--- src/rtl/seg_scan_ctrl.sv ---
// seg_scan_ctrl: time-multiplexed scan controller for an 8-digit hex
// 7-segment display with an active-low segment bus and digit enables.
// Writes land in a shadow register and are committed only at the end of a
// frame, so one frame never mixes old and new digits.
// Optional feature: define SEG_LZ_SUPPRESS_EN to blank leading zeros
// (digit 0 is never suppressed).
module seg_scan_ctrl #(
    parameter int CLK_DIV = 1000,
    parameter int DEAD    = 2,
    parameter int CNT_W   = 16
) (
    input  logic        clk,
    input  logic        rst,
    input  logic        wr_valid,
    output logic        wr_ready,
    input  logic [31:0] wr_data,
    input  logic [7:0]  wr_mask,
    output logic [7:0]  seg_o,
    output logic [7:0]  an_o,
    output logic        frame_o
);

    typedef enum logic {
        ST_BLANK = 1'b0,
        ST_DRIVE = 1'b1
    } state_t;

    localparam logic [CNT_W-1:0] DEAD_LAST  = CNT_W'(DEAD - 1);
    localparam logic [CNT_W-1:0] DRIVE_LAST = CNT_W'(CLK_DIV - 1);

    state_t           state;
    logic [CNT_W-1:0] cnt;
    logic [2:0]       idx;

    logic [31:0]      active_data;
    logic [7:0]       active_mask;
    logic [31:0]      shadow_data;
    logic [7:0]       shadow_mask;
    logic             pending;

    logic             blank_last;
    logic             drive_last;
    logic             commit;
    logic             accept;
    logic [3:0]       cur_nib;
    logic [7:0]       suppress;
    logic             dig_en;

    // Hex nibble to active-high segment pattern {a,b,c,d,e,f,g,dp}; dp stays off.
    function automatic logic [7:0] seg_decode(input logic [3:0] nib);
        logic [7:0] pat;
        case (nib)
            4'h0:    pat = 8'hFC;
            4'h1:    pat = 8'h60;
            4'h2:    pat = 8'hDA;
            4'h3:    pat = 8'hF2;
            4'h4:    pat = 8'h66;
            4'h5:    pat = 8'hB6;
            4'h6:    pat = 8'hBE;
            4'h7:    pat = 8'hE0;
            4'h8:    pat = 8'hFE;
            4'h9:    pat = 8'hF6;
            4'hA:    pat = 8'hEE;
            4'hB:    pat = 8'h3E;
            4'hC:    pat = 8'h9C;
            4'hD:    pat = 8'h7A;
            4'hE:    pat = 8'h9E;
            default: pat = 8'h8E;
        endcase
        return pat;
    endfunction

`ifdef SEG_LZ_SUPPRESS_EN
    // Bit k set when nibbles k..7 are all zero; bit 0 is never set so a zero
    // value still shows a single "0".
    function automatic logic [7:0] lz_mask(input logic [31:0] d);
        logic [7:0] m;
        logic       zero_run;
        m        = 8'h00;
        zero_run = 1'b1;
        for (int k = 7; k >= 1; k--) begin
            zero_run = zero_run & (d[4*k +: 4] == 4'h0);
            m[k]     = zero_run;
        end
        return m;
    endfunction

    assign suppress = lz_mask(active_data);
`else
    assign suppress = 8'h00;
`endif

    assign blank_last = (state == ST_BLANK) && (cnt == DEAD_LAST);
    assign drive_last = (state == ST_DRIVE) && (cnt == DRIVE_LAST);
    assign commit     = drive_last && (idx == 3'd7) && pending;
    assign accept     = wr_valid && !pending;
    assign wr_ready   = ~pending;
    assign cur_nib    = active_data[{idx, 2'b00} +: 4];
    assign dig_en     = active_mask[idx] & ~suppress[idx];

    // Scan FSM: outputs are registered from the current state/counter, so the
    // pins show a slot one clock after the state registers enter it.
    always_ff @(posedge clk) begin
        if (rst) begin
            state   <= ST_BLANK;
            cnt     <= '0;
            idx     <= 3'd0;
            seg_o   <= 8'hFF;
            an_o    <= 8'hFF;
            frame_o <= 1'b0;
        end else begin
            frame_o <= (state == ST_BLANK) && (cnt == '0) && (idx == 3'd0);
            if ((state == ST_DRIVE) && dig_en) begin
                an_o  <= ~(8'b1 << idx);
                seg_o <= ~seg_decode(cur_nib);
            end else begin
                an_o  <= 8'hFF;
                seg_o <= 8'hFF;
            end
            case (state)
                ST_BLANK: begin
                    if (blank_last) begin
                        state <= ST_DRIVE;
                        cnt   <= '0;
                    end else begin
                        cnt <= cnt + CNT_W'(1);
                    end
                end
                default: begin
                    if (drive_last) begin
                        state <= ST_BLANK;
                        cnt   <= '0;
                        idx   <= idx + 3'd1;
                    end else begin
                        cnt <= cnt + CNT_W'(1);
                    end
                end
            endcase
        end
    end

    // Write handshake and frame-boundary commit of shadow into active value.
    always_ff @(posedge clk) begin
        if (rst) begin
            pending     <= 1'b0;
            active_data <= 32'h0;
            active_mask <= 8'h00;
        end else if (accept) begin
            pending <= 1'b1;
        end else if (commit) begin
            pending     <= 1'b0;
            active_data <= shadow_data;
            active_mask <= shadow_mask;
        end
    end

    // Shadow holds the most recently accepted write; it is only visible
    // after a commit, so it needs no reset.
    always_ff @(posedge clk) begin
        if (accept) begin
            shadow_data <= wr_data;
            shadow_mask <= wr_mask;
        end
    end

endmodule

--- config.mk ---
export PLATFORM = sky130hd
export DESIGN_NAME = seg_scan_ctrl
export DESIGN_NICKNAME = d
export VERILOG_FILES = /design/src/rtl/seg_scan_ctrl.sv
export SDC_FILE = /design/constraint.sdc
export NUM_CORES = 1
export LEC_CHECK = 0
export CAP_MARGIN = 30
export CORE_ASPECT_RATIO = 1.2
export CORE_MARGIN = 10
export CORE_UTILIZATION = 35
export DETAILED_ROUTE_END_ITERATION = 10
export HOLD_SLACK_MARGIN = 0.06
export SLEW_MARGIN = 10
export SYNTH_ARGS = -nofsm -noshare
export SYNTH_HDL_FRONTEND = slang
export SYNTH_SLANG_ARGS = --single-unit
--- constraint.sdc ---
create_clock -name clk -period 8.15 [get_ports clk]
set_clock_uncertainty 0.1 [all_clocks]
set_input_delay 1.2225 -clock clk [delete_from_list [all_inputs] [get_ports clk]]
set_output_delay 1.2225 -clock clk [all_outputs]
set_load 0.005 [all_outputs]
==> impl_metrics.json <==
{
  "cp_common_cell": "a21oi_1",
  "synth.most_common_cell": "nand2_1",
  "holdPathStages": 2,
  "powerDensity_nw_per_um2": 245,
  "yosysSeqAreaShare_pct": 59.7,
  "clock_power_share_pct": 50.1,
  "synth_area_leaders": "dfxtp_1 34%, edfxtp_1 26%, nand2_1 8.5%, a21oi_1 5.0%, ha_1 4.1%",
  "finalHoldViolCount": 0,
  "holdBufCountCts": 0,
  "worst_ep_required_time_ns": 8.34,
  "chipHeight_um": 146,
  "fin_util_pct": 46.4,
  "placed_area_sq_um": 5310,
  "yosys.area.top_type": "dfxtp_1",
  "grt_overflow": 0,
  "grt_max_degree": 49,
  "grt.busiest_layer": "met2",
  "tritoncts": "yes",
  "io_buffers": 59,
  "irDropWorstVdd_mv": 0.138,
  "antenna_cells": 0,
  "drtIter0Drc": 243,
  "report.final.slew_viol_count": 0,
  "via_per_inst": 4.62,
  "avgSynthCellArea_sq_um": 10.8,
  "period_minus_slack_ns": 2.98,
  "synth_fa_ha_area_share_pct": 4.08,
  "cts_buffer_depth": 2,
  "grt_util_met3_pct": 4.91,
  "ctsResizeCount": 0,
  "fp.coreArea_sq_um": 12800,
  "wl_um": 9040,
  "netSwitchingPower_uw": 309,
  "crit_fanout": 15,
  "ys_ff_latch": 117,
  "htree_levels": 4,
  "io_pins": 61,
  "synthCells": 424,
  "initial_utilization_pct": 35.9,
  "clockRootBuffer": "clkbuf_16",
  "fillers": 1164,
  "drive_above_1_share_pct": 9.76,
  "fin_ws_ns": 5.17,
  "synth_edf_count": 40,
  "gp_congestion": 0.790,
  "clkTransAtPathRegs_ns": 0.05,
  "place_hpwl_um": 6280,
  "grt_antenna_before_repair": 0,
  "setup_viol": 0,
  "area_growth_pct": 29.1,
  "leakage_uw": 0.00209,
  "drc": 0,
  "critical_path_class": "flop to flop",
  "arrival_ns": 3.17,
  "grtUsageTotal_pct": 10.3,
  "synthMuxAreaShare_pct": 6.18,
  "synth_warnings": 0,
  "dp_slack_ns": 4.48,
  "synth_area_sq_um": 4590,
  "synth-xor-area-share_pct": 2.86,
  "status": "finished, final reports clean",
  "antenna_left": 0,
  "cts_buffers": 17,
  "use_met2_pct": 17.0,
  "avgRoutedWirePerCell_um": 13.6,
  "switching_share_pct": 21.2,
  "hp-class": "flop to flop",
  "drv_cap": 0,
  "worstSetupStartpointType": "flop",
  "first_global_vias": 3263,
  "p_int_uw": 1150,
  "fmax_mhz": 336,
  "synthSimpleGateAreaFrac_pct": 16.1,
  "clk_latency_ns": 0.41,
  "finalCritPeriodShare_pct": 36.6,
  "synthDistinctLibCells": 42,
  "synth_common_cells": "104 x nand2_1, 77 x dfxtp_1, 46 x a21oi_1",
  "grt_use_met1_pct": 10.9,
  "netlist.area_leader.share_pct": 33.6,
  "slowest_delay_ns": 0.89,
  "die_area_sq_um": 18100,
  "rows": 45,
  "relSlewSlack_pct": 42.2,
  "grt_pass1_wl_um": 15200,
  "post-route-cell-area_sq_um": 5930,
  "rsz0062_at_grt": "false",
  "instances_no_fill": 666,
  "combPwrFrac_pct": 5.7,
  "synth_top_family_by_area": "simple AND/OR/NAND/NOR gates",
  "postCtsSetupBuffers": 0,
  "endpoint_kind": "flop",
  "setup-tns-final_ns": 0,
  "dr.pass1.iters": 4,
  "place_inst": 631,
  "ff2ff_path_depth": 6,
  "synth_compound_gate_area_share_pct": 7.79,
  "path_cells": "mux4_2, mux2_2, ha_1, a21oi_1, a21oi_1, a2111o_1",
  "ys_async_sr_fraction_pct": 0,
  "ys_dominant_reg_cell": "dfxtp_1",
  "dieWidth_um": 125,
  "critPathSlowestCell": "dfxtp_1",
  "pwr-share-seq_pct": 44.2,
  "worst_slew_pin_slew_ns": 0.866,
  "clock-sinks": 117,
  "synth_nets": 482,
  "vias": 3080,
  "nets": 547
}
-- layout by cell type (no fill, tap or decap), drive strengths merged, types with 6 or more instances in the layout --
cell type / Yosys / final
xnor2: 6 / 6
dfxtp: 77 / 77
a21oi: 46 / 46
nand2: 104 / 104
clkbuf: 10 / 19
clkinv: 1 / 7
nor2: 28 / 28
clkdlybuf4s50: 0 / 59
nand3: 9 / 9
mux2i: 7 / 7
mux4: 8 / 8
inv: 8 / 9
edfxtp: 40 / 40
ha: 15 / 15
xor2: 9 / 9
-- metal layers --
layer / up-vias / routed length (um)
li1: 1598 / -
met1: 1397 / 3960
met2: 73 / 4350
met3: 12 / 588
met4: 0 / 135
met5: - / 0
-- power groups by stage --
| stage | registers (uW) | clock network [uW] | logic (uW) |
|---|---|---|---|
| 2_1_floorplan | 651 | 0 | 44.6 |
| 3_3_place_gp | 655 | 0 | 76.2 |
| 3_5_place_dp | 655 | 0 | 79.2 |
| 4_1_cts | 643 | 745 | 79.2 |
| 5_1_grt | 645 | 773 | 94.6 |
| 6_report | 643 | 729 | 83.4 |
-- state kept, by name (all words and copies together), names as in the netlist --
name,flops
seg_o,7
active_data,32
shadow_mask,8
an_o,8
active_mask,8
state,1
shadow_data,32
frame_o,1
cnt,16
pending,1
idx,3
-- layout make-up --
type                            instances  area [sq um]  area share (%)
Clock buffer                           18           429            7.24
Clock inverter                         14           160            2.70
Inverter                                9          33.8           0.570
Multi-Input combinational cell        279          1710            28.8
Sequential cell                       117          2740            46.3
Tap cell                              164           205            3.46
Timing Repair Buffer                   65           648            10.9
-- final timing paths --
| kind | to | slack [ns] | from |
|---|---|---|---|
| worst min-delay path | active_mask[5] | 0.35 | active_mask[5] |
| worst min register to register | active_mask[5] | 0.35 | active_mask[5] |
| worst max-delay path | seg_o[4] | 5.17 | idx[0] |
| worst max register to register | seg_o[4] | 5.17 | idx[0] |
-- stage by stage --
step | power [uW] | hold slack (ns)
3_5_place_dp | 734 | 0.344
5_1_grt | 1510 | 0.371
6_report | 1460 | 0.348
3_3_place_gp | 731 | 0.336
2_1_floorplan | 695 | 0.328
4_1_cts | 1470 | 0.351
-- logic make-up after synthesis --
kind of cell             count (synthesis)
AO/OA/AOI/OAI                           62
XOR/XNOR                                15
adder cells (fa/ha/maj)                 15
buffers and inverters                   28
flip-flops                             117
multiplexers                            18
other                                    1
AND/OR/NAND/NOR                        168
-- critical path, delay by kind of cell, from the launching register on --
kind	cells	cell delay (ns)
mux	2	0.98
compound gates	3	0.63
flops	1	0.89
fa+ha+maj	1	0.27
Note: power is estimated with default switching activity, not from simulation.
